[src/rtl/lsu_pkg.sv]
// Shared types and constants for the load/store unit.
package lsu_pkg;

  typedef enum logic [1:0] {SZ_B = 2'd0, SZ_H = 2'd1, SZ_W = 2'd2, SZ_D = 2'd3} size_e;

  typedef enum logic [2:0] {
    S_IDLE   = 3'd0,
    S_READ   = 3'd1,
    S_WRITE  = 3'd2,
    S_RESP   = 3'd3,
    S_READ2  = 3'd4,
    S_WRITE2 = 3'd5
  } state_e;

  localparam logic [2:0] WRITE_STATE = 3'b011;
  localparam logic [2:0] IDLE_STATE  = 3'b000;

  function automatic logic [3:0] nbytes(input logic [1:0] size);
    return 4'd1 << size;
  endfunction

endpackage

[src/rtl/lsu_lane.sv]
// Byte-lane merge (store) and extract/extend (load) over a WB-byte window.
// The window is 8 bytes normally, 16 when misaligned accesses are split.
module lsu_lane
  import lsu_pkg::*;
#(
  parameter int WB = 8
) (
  input  logic [2:0]      off_i,
  input  logic [1:0]      size_i,
  input  logic            signed_i,
  input  logic [8*WB-1:0] old_i,
  input  logic [63:0]     new_i,
  output logic [8*WB-1:0] merged_o,
  output logic [63:0]     load_o
);

  logic [63:0]     fmask, raw;
  logic [8*WB-1:0] mask, shifted;

  // Replace bytes [off .. off+n-1] of old with new; pull the field at off back out.
  always_comb begin
    fmask    = (size_e'(size_i) == SZ_D) ? '1
             : ((64'd1 << {nbytes(size_i), 3'b000}) - 64'd1);
    mask     = (8*WB)'(fmask) << {off_i, 3'b000};
    merged_o = (old_i & ~mask) | (((8*WB)'(new_i) << {off_i, 3'b000}) & mask);
    shifted  = old_i >> {off_i, 3'b000};
    raw      = shifted[63:0];
    case (size_e'(size_i))
      SZ_B:    load_o = {{56{signed_i & raw[7]}},  raw[7:0]};
      SZ_H:    load_o = {{48{signed_i & raw[15]}}, raw[15:0]};
      SZ_W:    load_o = {{32{signed_i & raw[31]}}, raw[31:0]};
      default: load_o = raw;
    endcase
  end

endmodule

[src/rtl/lsu.sv]
// Load/store unit in front of the RAM rw port. Sub-doubleword stores are
// done as aligned read-modify-write because the RAM only writes 8 bytes.
// Optional: LSU_MISALIGN_SPLIT_EN runs doubleword-crossing accesses as two
// aligned accesses (low, then aligned+8) instead of flagging an error.
module lsu #(
  parameter int         MEM_SIZE    = 524288,
  parameter logic [2:0] WRITE_STATE = lsu_pkg::WRITE_STATE
) (
  input  logic        clk,
  input  logic        reset,
  input  logic        req_valid,
  output logic        req_ready,
  input  logic        req_write,
  input  logic [1:0]  req_size,
  input  logic        req_signed,
  input  logic [63:0] req_addr,
  input  logic [63:0] req_wdata,
  output logic        resp_valid,
  output logic [63:0] resp_rdata,
  output logic        resp_error,
  output logic [2:0]  mem_state,
  output logic [63:0] mem_addr,
  output logic [63:0] mem_wdata,
  output logic        mem_write_en,
  input  logic [63:0] mem_rdata,
  input  logic        mem_error
);
  import lsu_pkg::*;

`ifdef LSU_MISALIGN_SPLIT_EN
  localparam int WB    = 16;
  localparam bit SPLIT = 1'b1;
`else
  localparam int WB    = 8;
  localparam bit SPLIT = 1'b0;
`endif

  state_e          state_q, state_d;
  logic [63:0]     addr_q, wdata_q, mdata_q, rdata_q, acc_addr, lane_load;
  logic [2:0]      off_q;
  logic [1:0]      size_q;
  logic            sgn_q, write_q, err_q, mis, rd_err, split_mis;
  logic [8*WB-1:0] lane_old, lane_merged;

  assign mis = ({1'b0, req_addr[2:0]} + nbytes(req_size)) > 4'd8;

`ifdef LSU_MISALIGN_SPLIT_EN
  logic [63:0] lo_q;
  logic        mis_q;
  assign split_mis = mis_q;
  // Second-half read sees the saved low doubleword underneath it.
  assign lane_old  = {mem_rdata, (state_q == S_READ2) ? lo_q : mem_rdata};
  assign acc_addr  = (state_q == S_READ2 || state_q == S_WRITE2) ? addr_q + 64'd8 : addr_q;
`else
  assign split_mis = 1'b0;
  assign lane_old  = mem_rdata;
  assign acc_addr  = addr_q;
`endif

  // Out-of-range is already flagged by the RAM; the local check is a backstop.
  assign rd_err = mem_error | (acc_addr >= 64'(MEM_SIZE));

  lsu_lane #(.WB(WB)) u_lane (
    .off_i    (off_q),
    .size_i   (size_q),
    .signed_i (sgn_q),
    .old_i    (lane_old),
    .new_i    (wdata_q),
    .merged_o (lane_merged),
    .load_o   (lane_load)
  );

  // Next state and all port outputs decode from the current state.
  always_comb begin
    state_d      = state_q;
    req_ready    = 1'b0;
    resp_valid   = 1'b0;
    resp_rdata   = '0;
    resp_error   = 1'b0;
    mem_state    = IDLE_STATE;
    mem_write_en = 1'b0;
    mem_wdata    = '0;
    mem_addr     = (state_q == S_IDLE) ? '0 : acc_addr;
    case (state_q)
      S_IDLE: begin
        req_ready = 1'b1;
        if (req_valid) begin
          if (mis && !SPLIT)                                     state_d = S_RESP;
          else if (req_write && !mis && size_e'(req_size) == SZ_D) state_d = S_WRITE;
          else                                                   state_d = S_READ;
        end
      end
      S_READ: begin
        if (rd_err)         state_d = S_RESP;
        else if (write_q)   state_d = S_WRITE;
        else if (split_mis) state_d = S_READ2;
        else                state_d = S_RESP;
      end
      S_WRITE: begin
        mem_state    = WRITE_STATE;
        mem_write_en = 1'b1;
        mem_wdata    = mdata_q;
        state_d      = (split_mis && !rd_err) ? S_READ2 : S_RESP;
      end
`ifdef LSU_MISALIGN_SPLIT_EN
      S_READ2: state_d = (write_q && !rd_err) ? S_WRITE2 : S_RESP;
      S_WRITE2: begin
        mem_state    = WRITE_STATE;
        mem_write_en = 1'b1;
        mem_wdata    = mdata_q;
        state_d      = S_RESP;
      end
`endif
      S_RESP: begin
        resp_valid = 1'b1;
        resp_rdata = rdata_q;
        resp_error = err_q;
        state_d    = S_IDLE;
      end
      default: state_d = S_IDLE;
    endcase
  end

  // State register plus request latch and per-access capture.
  always_ff @(posedge clk or negedge reset) begin
    if (!reset) begin
      state_q <= S_IDLE;
      addr_q  <= '0;
      wdata_q <= '0;
      mdata_q <= '0;
      rdata_q <= '0;
      off_q   <= '0;
      size_q  <= '0;
      sgn_q   <= 1'b0;
      write_q <= 1'b0;
      err_q   <= 1'b0;
`ifdef LSU_MISALIGN_SPLIT_EN
      lo_q    <= '0;
      mis_q   <= 1'b0;
`endif
    end else begin
      state_q <= state_d;
      case (state_q)
        S_IDLE: if (req_valid) begin
          addr_q  <= {req_addr[63:3], 3'b000};
          off_q   <= req_addr[2:0];
          size_q  <= req_size;
          sgn_q   <= req_signed;
          write_q <= req_write;
          wdata_q <= req_wdata;
          mdata_q <= req_wdata;
          rdata_q <= '0;
          err_q   <= mis && !SPLIT;
`ifdef LSU_MISALIGN_SPLIT_EN
          mis_q   <= mis;
`endif
        end
        S_READ: begin
          err_q   <= rd_err;
          mdata_q <= lane_merged[63:0];
          if (!write_q && !rd_err && !split_mis) rdata_q <= lane_load;
`ifdef LSU_MISALIGN_SPLIT_EN
          lo_q    <= mem_rdata;
`endif
        end
        S_WRITE: err_q <= rd_err;
`ifdef LSU_MISALIGN_SPLIT_EN
        S_READ2: begin
          err_q   <= rd_err;
          mdata_q <= lane_merged[127:64];
          if (!write_q && !rd_err) rdata_q <= lane_load;
        end
        S_WRITE2: err_q <= rd_err;
`endif
        default: ;
      endcase
    end
  end

endmodule

[config.mk]
export PLATFORM = sky130hd
export DESIGN_NAME = lsu
export DESIGN_NICKNAME = d
export VERILOG_FILES = /design/src/rtl/lsu_pkg.sv /design/src/rtl/lsu_lane.sv /design/src/rtl/lsu.sv
export SDC_FILE = /design/constraint.sdc
export NUM_CORES = 1
export LEC_CHECK = 0
export BUFFER_PORTS_ARGS = -buffer_cell sky130_fd_sc_hd__buf_2
export CAP_MARGIN = 40
export CELL_PAD_IN_SITES_DETAIL_PLACEMENT = 1
export CELL_PAD_IN_SITES_GLOBAL_PLACEMENT = 2
export CORE_UTILIZATION = 31
export CTS_BUF_LIST = sky130_fd_sc_hd__clkbuf_4
export CTS_CLUSTER_SIZE = 10
export DETAILED_ROUTE_END_ITERATION = 10
export PLACE_DENSITY = 0.8
export SLEW_MARGIN = 0
export SYNTH_ARGS = -nofsm -noshare
export SYNTH_HDL_FRONTEND = slang
export SYNTH_SLANG_ARGS = --single-unit
[constraint.sdc]
create_clock -name clk -period 2.13 [get_ports clk]
set_clock_uncertainty 0.1 [all_clocks]
set_input_delay 0 -clock clk [delete_from_list [all_inputs] [get_ports clk]]
set_output_delay 0 -clock clk [all_outputs]
set_load 0.01 [all_outputs]
; Word-level counts from Yosys, hierarchy flattened
; Cells that the tools add are included.
[op_classes]
multipliers = 0
bitwise_logic = 8
shift = 6
n_addsub = 2
reduce_logical = 15
eq_ne = 9
n_mux = 23
n_lt_le_gt_ge = 2
div = 0
[ops]
columns = op, n
row1 = $mux 64, 7
row2 = $pmux 64 s2, 2
row3 = $pmux 64 s3, 1
row4 = $and 64x64->64, 2
row5 = $shl 64x6->64, 2
row6 = $ge 64x20->1 const B, 1
row7 = $not 64->64, 1
row8 = $or 64x64->64, 1
row9 = $shl 1x7->64 const A, 1
row10 = $shr 64x6->64, 1
row11 = $sub 64x1->64 const B, 1
row12 = $pmux 3 s3, 1
row13 = $shl 1x2->4 const A, 2
row14 = $mux 1, 7
row15 = $eq 2x2->1 const B, 3
row16 = $eq 3x2->1 const B, 2
row17 = $mux 2, 3
row18 = $reduce_and 2->1, 3
row19 = $add 3x4->4, 1
row20 = $gt 4x4->1 const B, 1
row21 = $ne 2x2->1 const B, 2
row22 = $reduce_bool 2->1, 2
row23 = $and 1x1->1, 3
row24 = $eq 3x1->1 const B, 1
row25 = other kinds (10), 14
[totals]
latchBits = 0
memories = 0
ff_bits = 264
in_bits = 200
out_inout_bits = 199
rom_bits = 0
elab_cells = 75
mem_bits_rw = 0

; Logic depth before layout (Yosys ltp)
; Gate-level depths: netlist (run 1).
[depth]
depth_word = 10
depth_mapped = 10
depth_no_buf = 9

; Modules after synthesis
; Synthesis (run 1) repeated with hierarchy kept, for this count alone.
[unflattened]
cells_unflattened = 1554
area_unflattened_um2 = 16668.5
[modules_own_cells]
columns = mod, area_each_um2, cells_per_inst, seq_area_each_um2, instances
row1 = lsu, 11890.2, 982, 6581.3, 1
row2 = lsu_lane, 4778.3, 572, 0.0, 1

; Worst setup path after synthesis (run 1)
; OpenSTA, ideal clock, no wires.
[synth_path]
path_kind = reg-to-reg
start = register addr_q[54], in the netlist acc_addr[54]
end = register rdata_q[33]
slack_ns = -0.098
path_stages_with_launch = 8
setup_time_ns = 0.122
period_less_slack_ns = 2.228
required_time_ns = 1.908
arrival_time_ns = 2.007
n_path_buf = 2
path_cell_list = dfrtp_1 -> or4_4 -> nor4_4 -> a41oi_4 -> or2_1 -> buf_6 -> buf_2 -> a32o_1
[synth_via]
elab_chain_cells = 6
[synth_lines]
columns = item, line_no
row1 = "start, declared", lsu.sv:39  ; logic [63:0] addr_q, wdata_q, mdata_q, rdata_q, acc_addr, lane_load;
row2 = "start signal, assigned", lsu.sv:145  ; addr_q <= {req_addr[63:3], 3'b000};
row3 = $ge 64x20->1, lsu.sv:61  ; assign rd_err = mem_error | (acc_addr >= 64'(MEM_SIZE));
row4 = $or 1x1->1, lsu.sv:61
row5 = $logic_not 1->1, lsu.sv:161  ; if (!write_q && !rd_err && !split_mis) rdata_q <= lane_load;
row6 = $logic_and 1x1->1, lsu.sv:161
row7 = $ne 2x2->1 (no line), --
row8 = $reduce_and 3->1 (no line), --
row9 = "end signal, assigned", lsu.sv:161
row10 = "end, declared", lsu.sv:39
; Every way passes these cells.
; A chain may end at the register's enable or synchronous reset.

; Final worst setup path (run 1)
[layout_path]
start = register addr_q[55], in the netlist acc_addr[55]
end = register rdata_q[58]
; Same word-level chain as after synthesis.

==> metrics.yaml, run 1 <==
status: "finished, violations left"
violations: "setup timing"
path_cells: "nor4_1 > and4_1 > buf_4 > nand4_1 > buf_4 > nor2_4 > buf_12 > clkbuf_16 > a32o_1"
drt-initial-drc-count: 2172
ys_async_sr_fraction: 1.000
postRouteAntennaNets: 0
crit_top_cell: "buf_4"
gp_congestion: 0.9501
critPathSlowestCell: "nor4_1"
synthFlopType: "dfrtp_1"
cts_root_buffer: "clkbuf_4"
start_kind: "register"
yosys_warnings: 0
drt-total-wl_mm: 105.7
synth.largest_area_cell: "dfrtp_1"
cts_sinks: 263
cp_max_fo: 7
grt_usage: 0.3327
slew_headroom: 0.6181
layout.nets: 2732
syn_avg_cell_area_um2: 10.33
critPathRequiredTime_ns: 2.81
fin_crit_sh: 1.209
cp_top_family: "simple AND/OR/NAND/NOR gates"
hold_viol_final: 0
drv_cap: 0
fmax_mhz: 388.4
grt_max_degree: 71
die_x_um: 230.7
fin_setup_tns_ns: -74.22
timing.rr.start: "acc_addr[55]"
placementRows: 83
final_cell_area_um2: 28560
layout_setup_ws_ns: -0.4445
post_drt_wl_per_cell_um: 32.30
viasPerCell: 6.020
syn_to_final_growth_pct: 76.18
grt-ovfl-total: 0
synth_area_leaders: "dfrtp_1, mux2_2, mux2i_1, mux4_2, and2_1"
htree_levels: 3
syn_area_um2: 16210
end_kind: "register"
final_cells: 3271
drt_pre_antenna_iters: 5
fill_cells: 5435
syn_inst: 1570
pin_count: 399
slowest_delay_ns: 0.44
grt_pass1_wl_mm: 130.0
ys_types: 59
clock_latency_ns: 0.89
regArea_um2: 6593
final_layout_size_suffix_gt1_frac: 0.4916
cts_tree: "built"
cts_buffer_depth: 3
antenna_found_initial: 21
cp_num_buf_inv: 4
dr_total_vias: 19690
tightest_slew_ns: 0.5668
synth.yosys.seq_area_share: 0.4060
numCtsBuffers: 78
synth_edf_count: 0
dp_slack_ns: -0.2431
grt_pass1_vias: 19510
power_density_nw_per_um2: 1720
multi_input_area_um2: 10240
hold-worst-slack_ns: 0.03437
setup_viol: 315
holdCritPathClass: "primary input to register"
hp-start: "mem_rdata[47]"
die_y_um: 230.7
place_inst: 2663
min_period_ns: 2.575
timing.final.max_slew_violations: 0
rsz0062_at_grt: "true"
hpwlAfterDp_mm: 54.00
clk_pin_slew_ns: 0.09
vdd_drop_max_v: 0.0008038
die_area_um2: 53210
ys_ff_latch: 263
critical_path_arrival_ns: 3.25
drc: 0
crit_type: "register to register"
crit_start: "acc_addr[55]"
dpl-instance-area_um2: 19990
port_buffers: 394
p_leak_nw: 12.86
initial_core_util: 0.3147
yosysTopAreaCellShare: 0.4060
fp.coreArea_um2: 51510
stage by stage:
step / power [W] / utilization
floorplan: 0.02109 / -
global placement: 0.02982 / 0.3879
detailed placement: 0.03042 / 0.3881
CTS: 0.03930 / 0.4985
global route: 0.05005 / 0.5544
finish: 0.04913 / 0.5545
area by class of cell:
cell class                 count  share of cell area
antenna                       22            0.001928
inverter                      13            0.001884
sequential                   263              0.2308
clock inverter                28            0.006002
multi-input combinational   1146              0.3587
clock buffer                  97             0.02550
timing repair buffer        1022              0.3454
tap                          680             0.02979
metal layers:
| metal | vias up | share of wire | GRT usage | wire, um |
|---|---|---|---|---|
| met5 | - | 0.00054 | 0 | 57 |
| met4 | 8 | 0.093 | 0.2179 | 9843 |
| met3 | 659 | 0.098 | 0.07695 | 10390 |
| met2 | 1613 | 0.46 | 0.5452 | 48320 |
| met1 | 9709 | 0.35 | 0.3899 | 37050 |
| li1 | 7702 | - | - | - |
flip-flops by register name, indices dropped and copies added (netlist names):
name / flops
wdata_q: 64
sgn_q: 1
rdata_q: 64
write_q: 1
mdata_q: 64
size_q: 2
state_q: 2
err_q: 1
off_q: 3
acc_addr: 61
path summary, 6_finish.rpt:
| kind | to | slack, ns | cells after the start |
|---|---|---|---|
| worst max-delay path | rdata_q[58] | -0.44 | 9 |
| max in group asynchronous | off_q[0] | 0.95 | 5 |
| worst max register to register | rdata_q[58] | -0.44 | 9 |
| worst min register to register | mdata_q[25] | 0.38 | 1 |
| worst min-delay path | mdata_q[47] | 0.03 | 4 |
| min in group asynchronous | wdata_q[30] | 0.17 | 4 |
cells by family (layout without fill, tap and decap cells):
kind of cell | after synthesis | count (layout) | share of synthesized area
AO/OA/AOI/OAI | 392 | 392 | 0.1613
XOR/XNOR | 2 | 2 | 0.001081
adder cells (fa/ha/maj) | 8 | 8 | 0.006638
buffers and inverters | 164 | 1160 | 0.04477
flip-flops | 263 | 263 | 0.4060
multiplexers | 317 | 317 | 0.2377
other | 1 | 26 | 0.0002313
AND/OR/NAND/NOR | 423 | 423 | 0.1423
tightest hold or removal path: stages:
cell and delay, ns:
dlygate4sd3_1 0.53, buf_2 0.20, o211ai_1 0.20, a21oi_1 0.07
layout by cell type (no fill, tap or decap), types with 9 or more instances in the layout:
cell type | synthesis | layout
dlygate4sd3_1 | 0 | 336
dfrtp_1 | 263 | 258
buf_2 | 40 | 249
buf_4 | 8 | 173
buf_6 | 4 | 170
mux2_2 | 163 | 158
a21oi_1 | 116 | 98
and2_4 | 0 | 97
clkbuf_4 | 0 | 97
mux2i_1 | 116 | 90
nor2_1 | 77 | 72
nand2_1 | 71 | 66
o21ai_0 | 87 | 55
nor2b_4 | 0 | 45
buf_12 | 0 | 42
mux4_2 | 38 | 38
and2_1 | 130 | 33
a32o_1 | 33 | 33
o211ai_1 | 31 | 31
o21ai_1 | 1 | 27
a22o_1 | 27 | 27
clkbuf_16 | 0 | 23
diode_2 | 0 | 22
nor2b_1 | 68 | 21
clkinv_1 | 1 | 20
a21oi_2 | 1 | 18
and3_1 | 20 | 17
o21a_1 | 18 | 17
buf_16 | 0 | 16
mux2i_2 | 0 | 15
a22oi_1 | 19 | 14
buf_8 | 0 | 12
mux2i_4 | 0 | 11
a21o_1 | 11 | 11
nand2b_1 | 10 | 9
inv_1 | 12 | 9
report_power, final:
part	switching (W)	internal, W
clock	0.00279	0.00237
sequential	0.00266	0.00703
combinational	0.0176	0.0166
Yosys cell counts (2+ instances only):
cell       count
buf_2         40
nor2_1        77
inv_1         12
o211ai_1      31
ha_1           7
and2_1       130
o21ai_0       87
nor3_1        11
dfrtp_1      263
nor3b_1        7
mux4_2        38
buf_6          4
o21a_1        18
nand2b_1      10
a22oi_1       19
nor2b_1       68
mux2_2       163
o31ai_1        8
and4_1         2
nand4_1        3
nand2_1       71
nor4_1        11
a311o_1        8
buf_4          8
a32o_1        33
a2bb2oi_1      8
clkbuf_1      93
and3_1        20
a221oi_1       6
a31oi_1        2
nand3_1        3
xnor2_1        2
a211oi_1       9
a21o_1        11
nand3b_1       2
a22o_1        27
mux2i_1      116
buf_1          6
a21oi_1      116
timing repair:
action / 4_1_cts / 5_1_grt
setup endpoints to repair: 305 / 335
resized for setup: 149 / 469
setup buffers: 27 / 61
gates cloned: 20 / 31
hold buffers: 337 / 0
hold endpoints to repair: 523 / 0
pin swaps: 15 / 61
(Power assumes the default switching activity.)
==> inputs of run 2 (changes only) <==
--- a/config.mk
+++ b/config.mk
@@ -14,6 +14,7 @@
 export CTS_CLUSTER_SIZE = 10
 export DETAILED_ROUTE_END_ITERATION = 10
 export PLACE_DENSITY = 0.8
+export SKIP_LAST_GASP = 1
 export SLEW_MARGIN = 0
 export SYNTH_ARGS = -nofsm -noshare
 export SYNTH_HDL_FRONTEND = slang
==> metrics.yaml, run 2 (synthesis results as in run 1) <==
pin_count: 399
critPathRequiredTime_ns: 2.79
p_int_w: 0.02634
drv_cap: 0
rrSetupSlack_ns: -0.41
layout_setup_ws_ns: -0.4102
power_density_nw_per_um2: 1724
cts_root_buffer: "clkbuf_4"
post_drt_wl_per_cell_um: 32.71
clock_latency_ns: 0.90
power_frac_seq: 0.195
hold-worst-slack_ns: 0.06179
setup_viol: 391
drc: 0
path_cells: "or4_4 > nor4_4 > nand4_1 > buf_4 > nor2_4 > buf_12 > clkbuf_16 > a32o_1"
initial_core_util: 0.3147
viasPerCell: 6.012
drt-total-wl_mm: 107.2
htree_levels: 3
drt-initial-drc-count: 1946
die_area_um2: 53210
hpwlAfterDp_mm: 54.00
cts_buffer_depth: 3
p_leak_nw: 12.94
cts_sinks: 263
syn_to_final_growth_pct: 78.20
final_core_util: 0.5608
postRouteAntennaNets: 0
grt_max_degree: 71
grt_pass1_vias: 19380
fill_cells: 5450
layout_common_cells: "dlygate4sd3_1, dfrtp_1, buf_2"
grt_pass1_wl_mm: 129.3
hold_viol_final: 0
p_sw_frac: 0.4712
top_regs: "mdata_q (64), rdata_q (64), wdata_q (64)"
cp_num_buf_inv: 3
clk_pin_slew_ns: 0.08
grt-ovfl-total: 0
antenna_found_initial: 22
holdCritPathClass: "primary input to register"
crit_type: "register to register"
min_period_ns: 2.540
critPathSlowestCell: "or4_4"
port_buffers: 394
combPwrFrac: 0.702
rsz0062_at_grt: "true"
cp_max_fo: 7
dr_total_vias: 19710
drt_pre_antenna_iters: 6
final_layout_size_suffix_gt1_frac: 0.4996
vdd_drop_max_v: 0.0008017
die_y_um: 230.7
p_clk_frac: 0.103
grt_usage: 0.3300
status: "finished, violations left"
timing.final.max_slew_violations: 0
numCtsBuffers: 78
end_kind: "register"
fmax_mhz: 393.7
die_x_um: 230.7
slowest_delay_ns: 0.59
dp_slack_ns: -0.2431
layout.nets: 2743
power.switching_w: 0.02347
fp.coreArea_um2: 51510
mostFrequentLayoutCell: "dlygate4sd3_1"
placementRows: 83
critical_path_arrival_ns: 3.20
start_kind: "register"
violations: "setup timing"
cts_tree: "built"
gp_congestion: 0.9501
fin_crit_sh: 1.193
cp_top_family: "simple AND/OR/NAND/NOR gates"
==> run 2: cell types whose count changed in the layout (fill, tap and decap cells not counted), moves of 4 or more <==
cell	change
mux2_2	+5
a211oi_1	-5
o21ai_1	-5
mux2i_2	-6
mux2_4	-5
diode_2	-4
o21ai_2	+4
and2_1	-8
mux2i_4	+9
buf_12	+6
buf_2	-7
buf_6	+13
and2_4	+8
a211oi_2	+5
==> run 2: cell type report <==
| class | count | area [um^2] | share of cell area |
|---|---|---|---|
| clock buffer | 97 | 728.2 | 0.02521 |
| timing repair buffer | 1033 | 10080 | 0.3491 |
| multi-input combinational | 1146 | 10370 | 0.3589 |
| clock inverter | 28 | 171.4 | 0.005934 |
| inverter | 13 | 51.30 | 0.001776 |
| tap | 680 | 850.8 | 0.02945 |
| antenna | 18 | 45.04 | 0.001559 |
| sequential | 263 | 6590 | 0.2281 |
==> run 2: metal layers <==
metal,share of wire,up-vias,GRT usage
li1,-,7719,-
met1,0.35,9803,0.3903
met2,0.46,1512,0.5504
met3,0.091,664,0.06744
met4,0.092,10,0.2007
met5,0.00090,-,0
==> run 2: through the flow <==
stage / cell area [um^2] / setup TNS (ns) / total power [W] / instances
final: 28890 / -81.58 / 0.04981 / 3278
after global routing: 28880 / -98.79 / 0.05070 / 3276
after CTS: 25520 / -55.70 / 0.03900 / 3172
after detailed placement: 19990 / -15.82 / 0.03042 / 2663
after global placement: 19980 / -13.89 / 0.02982 / 2662
after floorplan: 16240 / -4.874 / 0.02109 / 1573
==> run 2: worst reg2reg max path: cells and delay by family (launching register included) <==
family                 cells  cell delay, ns
DFF                        1            0.42
buffers and inverters      3            0.54
AOI/OAI and AO/OA          1            0.18
and+or+nand+nor            4            1.21
==> run 2: power by group through the flow <==
stage / logic, W / clock network [W] / registers [W]
after floorplan: 0.0131 / 0 / 0.00802
after global placement: 0.0209 / 0 / 0.00893
after detailed placement: 0.0214 / 0 / 0.00902
after CTS: 0.0251 / 0.00490 / 0.00897
after global routing: 0.0357 / 0.00535 / 0.00967
final: 0.0350 / 0.00514 / 0.00969
==> run 2: timing repair <==
action                     in CTS  in global routing
gates cloned                   20                 34
resized for setup             109                545
setup buffers                  27                 67
hold buffers                  337                  0
setup endpoints to repair     305                341
hold endpoints to repair      523                  0
pin swaps                       3                 93
==> run 2: worst paths after layout <==
check	from	endpoint	cells after the start
worst max-delay path	acc_addr[54]	rdata_q[63]	8
worst min-delay path	req_wdata[27]	mdata_q[27]	5
worst max register to register	acc_addr[54]	rdata_q[63]	8
worst min register to register	mdata_q[25]	mdata_q[25]	1
max in group asynchronous	reset	rdata_q[46]	5
min in group asynchronous	reset	wdata_q[44]	4
